**src/rtl/lc2k_alu_exec.sv**
```systemverilog
// ----------------------------------------------------------------------------
// lc2k_alu_exec
//   Execute stage of the single-cycle LC2K CPU. It picks operand B (register B
//   value or sign-extended offset), then computes add / nor / compare / pass-A
//   and raises the branch-taken flag. The result and branch flag are
//   combinational for the single-cycle datapath. A registered copy of the
//   result and a one-cycle done pulse drive the register-file and write-data
//   mux write enables.
//
// Parameters
//   WIDTH            datapath width in bits
//
// Ports
//   clk              system clock, rising-edge active
//   rst_n            asynchronous active-low reset
//   alu_val_a        operand A (regA value)
//   reg_b_value      regB value, operand-B candidate 0
//   offset_extended  sign-extended offset, operand-B candidate 1
//   ctrl_alu_val_b   operand-B select (0: reg_b_value, 1: offset_extended)
//   ctrl_operation   00 add, 01 nor, 10 compare (beq), 11 pass A (jalr)
//   start            instruction issue strobe, sampled on clk rise
//   alu_val_b        selected operand B (combinational)
//   alu_result       ALU result (combinational)
//   ctrl_beq         branch taken: compare op and A == B (combinational)
//   alu_result_q     result registered on an accepted start
//   ctrl_alu_done    one-cycle pulse in the cycle after start is accepted
// ----------------------------------------------------------------------------
module lc2k_alu_exec #(
    parameter int WIDTH = 32
) (
    input  logic             clk,
    input  logic             rst_n,
    input  logic [WIDTH-1:0] alu_val_a,
    input  logic [WIDTH-1:0] reg_b_value,
    input  logic [WIDTH-1:0] offset_extended,
    input  logic             ctrl_alu_val_b,
    input  logic [1:0]       ctrl_operation,
    input  logic             start,
    output logic [WIDTH-1:0] alu_val_b,
    output logic [WIDTH-1:0] alu_result,
    output logic             ctrl_beq,
    output logic [WIDTH-1:0] alu_result_q,
    output logic             ctrl_alu_done
);

    typedef enum logic [1:0] {
        OP_ADD  = 2'b00,
        OP_NOR  = 2'b01,
        OP_BEQ  = 2'b10,
        OP_PASS = 2'b11
    } alu_op_e;

    alu_op_e op;
    assign op = alu_op_e'(ctrl_operation);

    assign alu_val_b = ctrl_alu_val_b ? offset_extended : reg_b_value;

    // NOTE: every output of this block gets a default before the case, so no
    // path through it can leave a value unassigned and infer a latch.
    always_comb begin
        alu_result = alu_val_a;
        ctrl_beq   = 1'b0;
        unique case (op)
            OP_ADD:  alu_result = alu_val_a + alu_val_b;
            OP_NOR:  alu_result = ~(alu_val_a | alu_val_b);
            OP_BEQ: begin
                // The difference is zero exactly when the operands match. The
                // branch flag uses a direct full-width compare, so it does not
                // depend on the subtractor.
                alu_result = alu_val_a - alu_val_b;
                ctrl_beq   = (alu_val_a == alu_val_b);
            end
            OP_PASS: alu_result = alu_val_a;
            default: alu_result = alu_val_a;
        endcase
    end

    // NOTE: state registers use non-blocking assignments so that every flop
    // samples its pre-edge inputs, whatever order the statements are in.
    always_ff @(posedge clk or negedge rst_n) begin
        if (!rst_n) begin
            alu_result_q  <= '0;
            ctrl_alu_done <= 1'b0;
        end else begin
            ctrl_alu_done <= start;
            if (start) begin
                alu_result_q <= alu_result;
            end
        end
    end

endmodule

```
**config.mk**
```make
export PLATFORM = sky130hd
export DESIGN_NAME = lc2k_alu_exec
export DESIGN_NICKNAME = d
export VERILOG_FILES = /design/src/rtl/lc2k_alu_exec.sv
export SDC_FILE = /design/constraint.sdc
export NUM_CORES = 1
export LEC_CHECK = 0
export BUFFER_PORTS_ARGS = -buffer_cell sky130_fd_sc_hd__buf_2
export CAP_MARGIN = 30
export CORE_MARGIN = 2
export CORE_UTILIZATION = 40
export DETAILED_ROUTE_END_ITERATION = 6
export GPL_ROUTABILITY_DRIVEN = 0
export PLACE_DENSITY = 0.71
export SLEW_MARGIN = 5
export SYNTH_ARGS = -nofsm -noshare
export SYNTH_HDL_FRONTEND = slang
export SYNTH_SLANG_ARGS = --single-unit
export TNS_END_PERCENT = 30
```
**constraint.sdc**
```tcl
create_clock -name clk -period 14.15 [get_ports clk]
set_clock_uncertainty 0.05 [all_clocks]
set_input_delay 2.83 -clock clk [delete_from_list [all_inputs] [get_ports clk]]
set_output_delay 2.83 -clock clk [all_outputs]
set_load 0.1 [all_outputs]
```
==> results of run 1 <==
## flip-flops by register name, indices dropped and copies added, names as in the netlist
register / cells
ctrl_alu_done: 1
alu_result_q: 32
## critical path, stage by stage
cell and delay, ns:
buf_2 0.42, buf_4 0.40, mux2i_1 0.43, inv_1 0.16
fa_1 0.43, a21o_1 0.19, a221oi_2 0.35, nor4_1 0.14
or3_1 0.52, a2111oi_0 0.47, nor2_1 0.11, mux2_2 0.29
nand3_1 0.11, buf_2 0.44
## synth_stat cells (6+ instances only)
cell type    n  area share, %
inv_1      101            5.5
ha_1        94             17
a21oi_1     83            6.0
nor2_1      75            4.1
nand2_1     65            3.5
mux2i_1     56            8.1
dfrtp_1     33             12
clkbuf_1    29            1.6
mux2_2      25            4.1
o21ai_0     24            1.7
o21ai_1     21            1.5
nor3_1      19            1.4
nand3_1     18            1.3
nor4_1      18            1.6
xnor2_1     17            2.2
o211ai_1    15            1.6
o31ai_1     13            1.4
nor2b_1     12            1.1
a211oi_1    11            1.2
nand2b_1    11            1.0
o21bai_1    10            1.1
a21o_1       9           0.98
a22oi_1      8           0.87
o21a_1       7           0.76
or3_1        7           0.64
buf_1        6           0.33
nand4_1      6           0.55
o221ai_1     6           0.76
o22ai_1      6           0.55
## stage by stage
| step | utilization (%) | hold WS, ns |
|---|---|---|
| finish | 48.4 | 0.454 |
| global route | 48.4 | 0.478 |
| CTS | 48.2 | 0.458 |
| detailed placement | 47.4 | 0.442 |
| global placement | 47.4 | 0.434 |
| floorplan | - | 0.949 |
## routing by layer
layer	up-vias	global-route usage (%)	wire [um]
met4	0	8.97	689
met2	378	39.9	10200
met3	46	3.70	1950
met5	-	0	0
li1	3644	-	-
met1	3501	34.1	10200
## cell families (layout without fill, tap and decap cells)
group           Yosys count  count (layout)  synth area share (%)
buf+inv                 156             319                  9.86
xor+xnor                 18              18                  2.29
simple gates            259             259                  18.2
mux                      84              84                  13.1
flops                    33              33                  12.0
fa+ha+maj                96              96                  17.7
compound gates          275             275                  26.9
## how the worst min path moves through the flow
| stage | start | end | slack, ns | cells past startpoint |
|---|---|---|---|---|
| global route | alu_result_q[6] | alu_result_q[6] | 0.48 | 1 |
| finish | alu_result_q[15] | alu_result_q[15] | 0.45 | 2 |
| detailed placement | alu_result_q[16] | alu_result_q[16] | 0.44 | 1 |
| CTS | alu_result_q[1] | alu_result_q[1] | 0.46 | 1 |
| global placement | alu_result_q[5] | alu_result_q[5] | 0.43 | 1 |
| floorplan | alu_result_q[12] | alu_result_q[12] | 0.95 | 2 |
## cell type report
type                    instances  area [um^2]  area share [%]
clock buffers                   5          125            1.55
clock inverters                 1         5.00          0.0619
inverters                     108          405            5.02
multi-input cells             732         5380            66.6
flip-flops and latches         33          826            10.2
well taps                     220          275            3.41
repair buffers                205         1060            13.1
## where the power goes
part           internal, uW  switching (uW)  leakage [uW]
clock network          63.1            47.7     0.0000655
logic                   153             534       0.00366
registers               113            9.15      0.000392
total                   330             590       0.00411
==> run_results.csv, run 1 <==
group,metric,value,unit
placement,io_buffers,199,
finish,fin_nets,1283,
sta,finalHoldViolCount,0,
setup_path,arrival,7.30,ns
setup_path,crit_required,11.27,ns
power_and_ir_drop,vdd_drop_max,0.132,mV
synthesis,ys.flop_type,"dfrtp_1",
finish,fillers,1737,
synthesis,ys_seq_area_share,12.0,%
synthesis,netlist_instances,921,
routing,num_vias,7569,
finish,syn_to_final_growth,17.3,%
clock_tree,cts_made_buffers,5,
setup_path,crit_type,"input pin to output port",
placement,dpl.hpwl,18.2,mm
power_and_ir_drop,power_density,114,nW/um^2
grt,grt_pass1_vias,7113,
routing,drt-total-wl,23.0,mm
synthesis,syn_nets,1119,
run_status,status,"finished clean",
setup_path,endpoint,"alu_result[26]",
finish,final_area,8080,um^2
synthesis,async_reset_ff_share,100,%
finish,final_cell_mix,"buf_2 (199), inv_1 (101), ha_1 (94)",
sta,setup_ws,3.97,ns
clock_tree,root_buffer,"clkbuf_16",
routing,viasPerCell,5.80,
synthesis,synth-seq-cells,33,
setup_path,startpoint,"ctrl_alu_val_b",
placement,placed_area,7920,um^2
clock_tree,htree_levels,2,
hold_path,hp-class,"register to register",
placement,post-place-ws,3.94,ns
setup_path,start_kind,"input pin",
power_and_ir_drop,totalPowerFinal,920,uW
floorplanning,io_pins,200,
job,drv_cap,0,
grt,antenna_found_initial,0,
grt,grt_pass1_wl,36.6,mm
routing,wl_per_cell,17.6,um
clock_tree,hold_buffers,0,
floorplanning,coreArea,16700,um^2
clock_tree,insertion_delay,0.30,ns
clock_tree,clkTransAtPathRegs,0.06,ns
synthesis,syn_area_per_cell,7.48,um^2
placement,dp_cells,1297,
routing,drt_iter0_markers,709,
finish,antenna_cells,0,
floorplanning,fp.dieW,135,um
setup_path,worst_setup_path_end_kind,"output port",
grt,grt_start_max_net_pins,67,
clock_tree,post_cts_buffers,0,
setup_path,r2r-end,"alu_result_q[24]",
grt,gr-total-overflow,0,
floorplanning,die_area,18300,um^2
grt,track_usage,24.9,%
sta,period_needed,10.18,ns
floorplanning,rows,47,
finish,layout_commonest_cell,"buf_2",
routing,drt_first_pass_iters,5,
synthesis,synth_edf_count,0,
synthesis,synth_area,6890,um^2
setup_path,reg2reg_setup_slack,13.17,ns
synthesis,synthDistinctLibCells,85,
routing,ant_nets,0,
setup_path,ff2ff_path_depth,2,
setup_path,cp_max_fo,17,
clock_tree,cts_resized,0,
sta,slew_headroom,31.7,%
power_and_ir_drop,p_leak,0.00411,uW
floorplanning,dieHeight,135,um
sta,timing.final.max_slew_violations,0,
sta,worst_pin_slew,1.02,ns
clock_tree,clock-sinks,33,
setup_path,r2r-start,"alu_result_q[24]",
floorplanning,initial_core_util,41.2,%
sta,period_share,72.0,%
sta,timing.fmax,98.2,MHz
finish,final_cells,1304,
routing,route.detailed.drc,0,
sta,tns,0,ns
clock_tree,cts_tree,"done",
finish,drive_above_1_share,23.9,%
clock_tree,cts_buffer_depth,2,
synthesis,ys_warn_count,0,
sta,setup_viol,0,
sta,rsz0062_at_grt,"no",
(Power assumes the default switching activity.)
==> inputs of run 2 (changes only) <==
PLACE_DENSITY = 0.74   (was 0.71)
clock period = 8.5 ns   (was 14.15 ns; I/O delays follow)
==> run 2 against run 1 <==
Final cell count is 0.23% higher. Setup slack worse by 3.2 ns. Utilization is 0.32 points higher.
==> run_results.csv, run 2 (synthesis gave the netlist of run 1 again) <==
group,metric,value,unit
run_status,status,"finished clean",
grt,grt_start_max_net_pins,45,
setup_path,crit_type,"input pin to output port",
clock_tree,insertion_delay,0.30,ns
grt,grt_pass1_wl,37.4,mm
sta,timing.fmax,130,MHz
clock_tree,hold_buffers,0,
clock_tree,root_buffer,"clkbuf_16",
clock_tree,post_cts_buffers,0,
setup_path,cp_max_fo,16,
power_and_ir_drop,p_int,591,uW
placement,post-place-ws,0.888,ns
power_and_ir_drop,p_leak,0.00414,uW
sta,period_share,90.5,%
floorplanning,io_pins,200,
routing,num_vias,7633,
floorplanning,rows,47,
floorplanning,fp.dieW,135,um
sta,rsz0062_at_grt,"no",
routing,ant_nets,0,
routing,wl_per_cell,17.9,um
sta,setup_ws,0.806,ns
sta,slew_headroom,37.5,%
routing,drt_iter0_markers,817,
routing,viasPerCell,5.84,
clock_tree,cts_tree,"done",
grt,track_usage,25.3,%
clock_tree,cts_buffer_depth,2,
finish,syn_to_final_growth,18.1,%
power_and_ir_drop,totalPowerFinal,1580,uW
routing,drt-total-wl,23.4,mm
finish,antenna_cells,0,
setup_path,worst_setup_path_end_kind,"output port",
setup_path,worstPathCellList,"buf_2, buf_4, mux2i_1, ha_1, a211oi_1, o221ai_1, a2111o_1, a2111oi_0, nor2_1, mux2_2, nand3_1, buf_2",
clock_tree,clkTransAtPathRegs,0.06,ns
job,drv_cap,0,
placement,io_buffers,199,
finish,reg_top3,"alu_result_q x32, ctrl_alu_done x1",
power_and_ir_drop,seqPwrFrac,12.9,%
power_and_ir_drop,power_density,194,nW/um^2
setup_path,crit_required,6.75,ns
power_and_ir_drop,power.share.clock,14.4,%
setup_path,cp_common_cell,"buf_2",
finish,final_cell_mix,"buf_2 (199), inv_1 (101), ha_1 (94)",
sta,timing.final.max_slew_violations,0,
setup_path,crit_path_top_delay_cell,"a2111oi_0",
sta,hold_slack,0.455,ns
grt,grt_pass1_vias,7362,
placement,dp_cells,1298,
routing,drt_first_pass_iters,5,
grt,antenna_found_initial,0,
power_and_ir_drop,switchingPower,988,uW
clock_tree,cts_resized,0,
routing,route.detailed.drc,0,
sta,worst_pin_slew,0.934,ns
setup_path,start_kind,"input pin",
clock_tree,htree_levels,2,
placement,dpl.hpwl,18.7,mm
finish,regMostFlops,"alu_result_q",
floorplanning,initial_core_util,41.2,%
floorplanning,die_area,18300,um^2
finish,layout_commonest_cell,"buf_2",
sta,setup_viol,0,
grt,gr-total-overflow,0,
hold_path,hp-class,"register to register",
sta,tns,0,ns
power_and_ir_drop,combPwrFrac,72.7,%
finish,final_cells,1307,
finish,largest_reg_flops,32,
clock_tree,clock-sinks,33,
power_and_ir_drop,vdd_drop_max,0.195,mV
finish,drive_above_1_share,24.2,%
floorplanning,coreArea,16700,um^2
sta,period_needed,7.69,ns
sta,finalHoldViolCount,0,
floorplanning,dieHeight,135,um
clock_tree,cts_made_buffers,5,
power_and_ir_drop,swShare,62.6,%
finish,fin_nets,1284,
setup_path,arrival,5.94,ns
setup_path,cp_slowest_stage_delay,0.59,ns
==> run 2: cell count changes in the layout (fill, tap and decap cells not counted) <==
cell / before / now
nor4bb_2: 0 / 1
buf_16: 1 / 0
nor4bb_1: 1 / 0
buf_4: 5 / 6
bufinv_16: 0 / 1
clkbuf_8: 0 / 1
a2111oi_2: 0 / 1
clkbuf_1: 0 / 1
clkinv_2: 1 / 0
a2111oi_1: 1 / 0
buf_12: 0 / 1
==> run 2: power groups by stage <==
stage	clock, uW	combinational [uW]	sequential, uW
after floorplan	0	696	436
after global placement	0	1130	205
after detailed placement	0	1130	206
after CTS	233	1140	204
after global routing	236	1210	208
final	228	1150	204
==> run 2: area by class of cell <==
type                    instances  area (um^2)
clock inverters                 1         30.0
repair buffers                206         1060
fillers                      1699         8570
inverters                     108          405
multi-input cells             732         5390
well taps                     220          275
clock buffers                   7          143
flip-flops and latches         33          826
==> run 2: final timing paths <==
path / start / depth (start not counted) / endpoint / slack, ns
setup / recovery: ctrl_alu_val_b / 12 / alu_result[26] / 0.81
hold / removal: alu_result_q[6] / 1 / alu_result_q[6] / 0.46
setup reg to reg: alu_result_q[24] / 2 / alu_result_q[24] / 7.54
hold reg to reg: alu_result_q[6] / 1 / alu_result_q[6] / 0.46
max in group asynchronous: rst_n / 2 / alu_result_q[4] / 6.89
min in group asynchronous: rst_n / 2 / alu_result_q[15] / 1.31
==> run 2: stage by stage <==
stage / utilization (%) / area, um^2
final: 48.7 / 8130
after global routing: 48.7 / 8130
after CTS: 48.6 / 8110
after detailed placement: 47.6 / 7940
after global placement: 47.6 / 7940
after floorplan: - / 6900
==> run 2: per-layer routing <==
metal  global-route usage [%]  share of wire, %  vias to the layer above  wire, um
li1                         -                 -                     3652         -
met3                     4.34               8.9                       47      2080
met5                        0                 0                        -         0
met1                     33.7                43                     3520     10100
met2                     42.3                46                      414     10700
met4                     7.00               2.2                        0       507
==> run 2: worst max-delay path, delay by kind of cell <==
kind	cells	cell delay (ns)
AOI/OAI and AO/OA	4	1.68
adders and majority gates	1	0.47
buffers and inverters	3	1.24
muxes	2	0.62
and+or+nand+nor	2	0.21
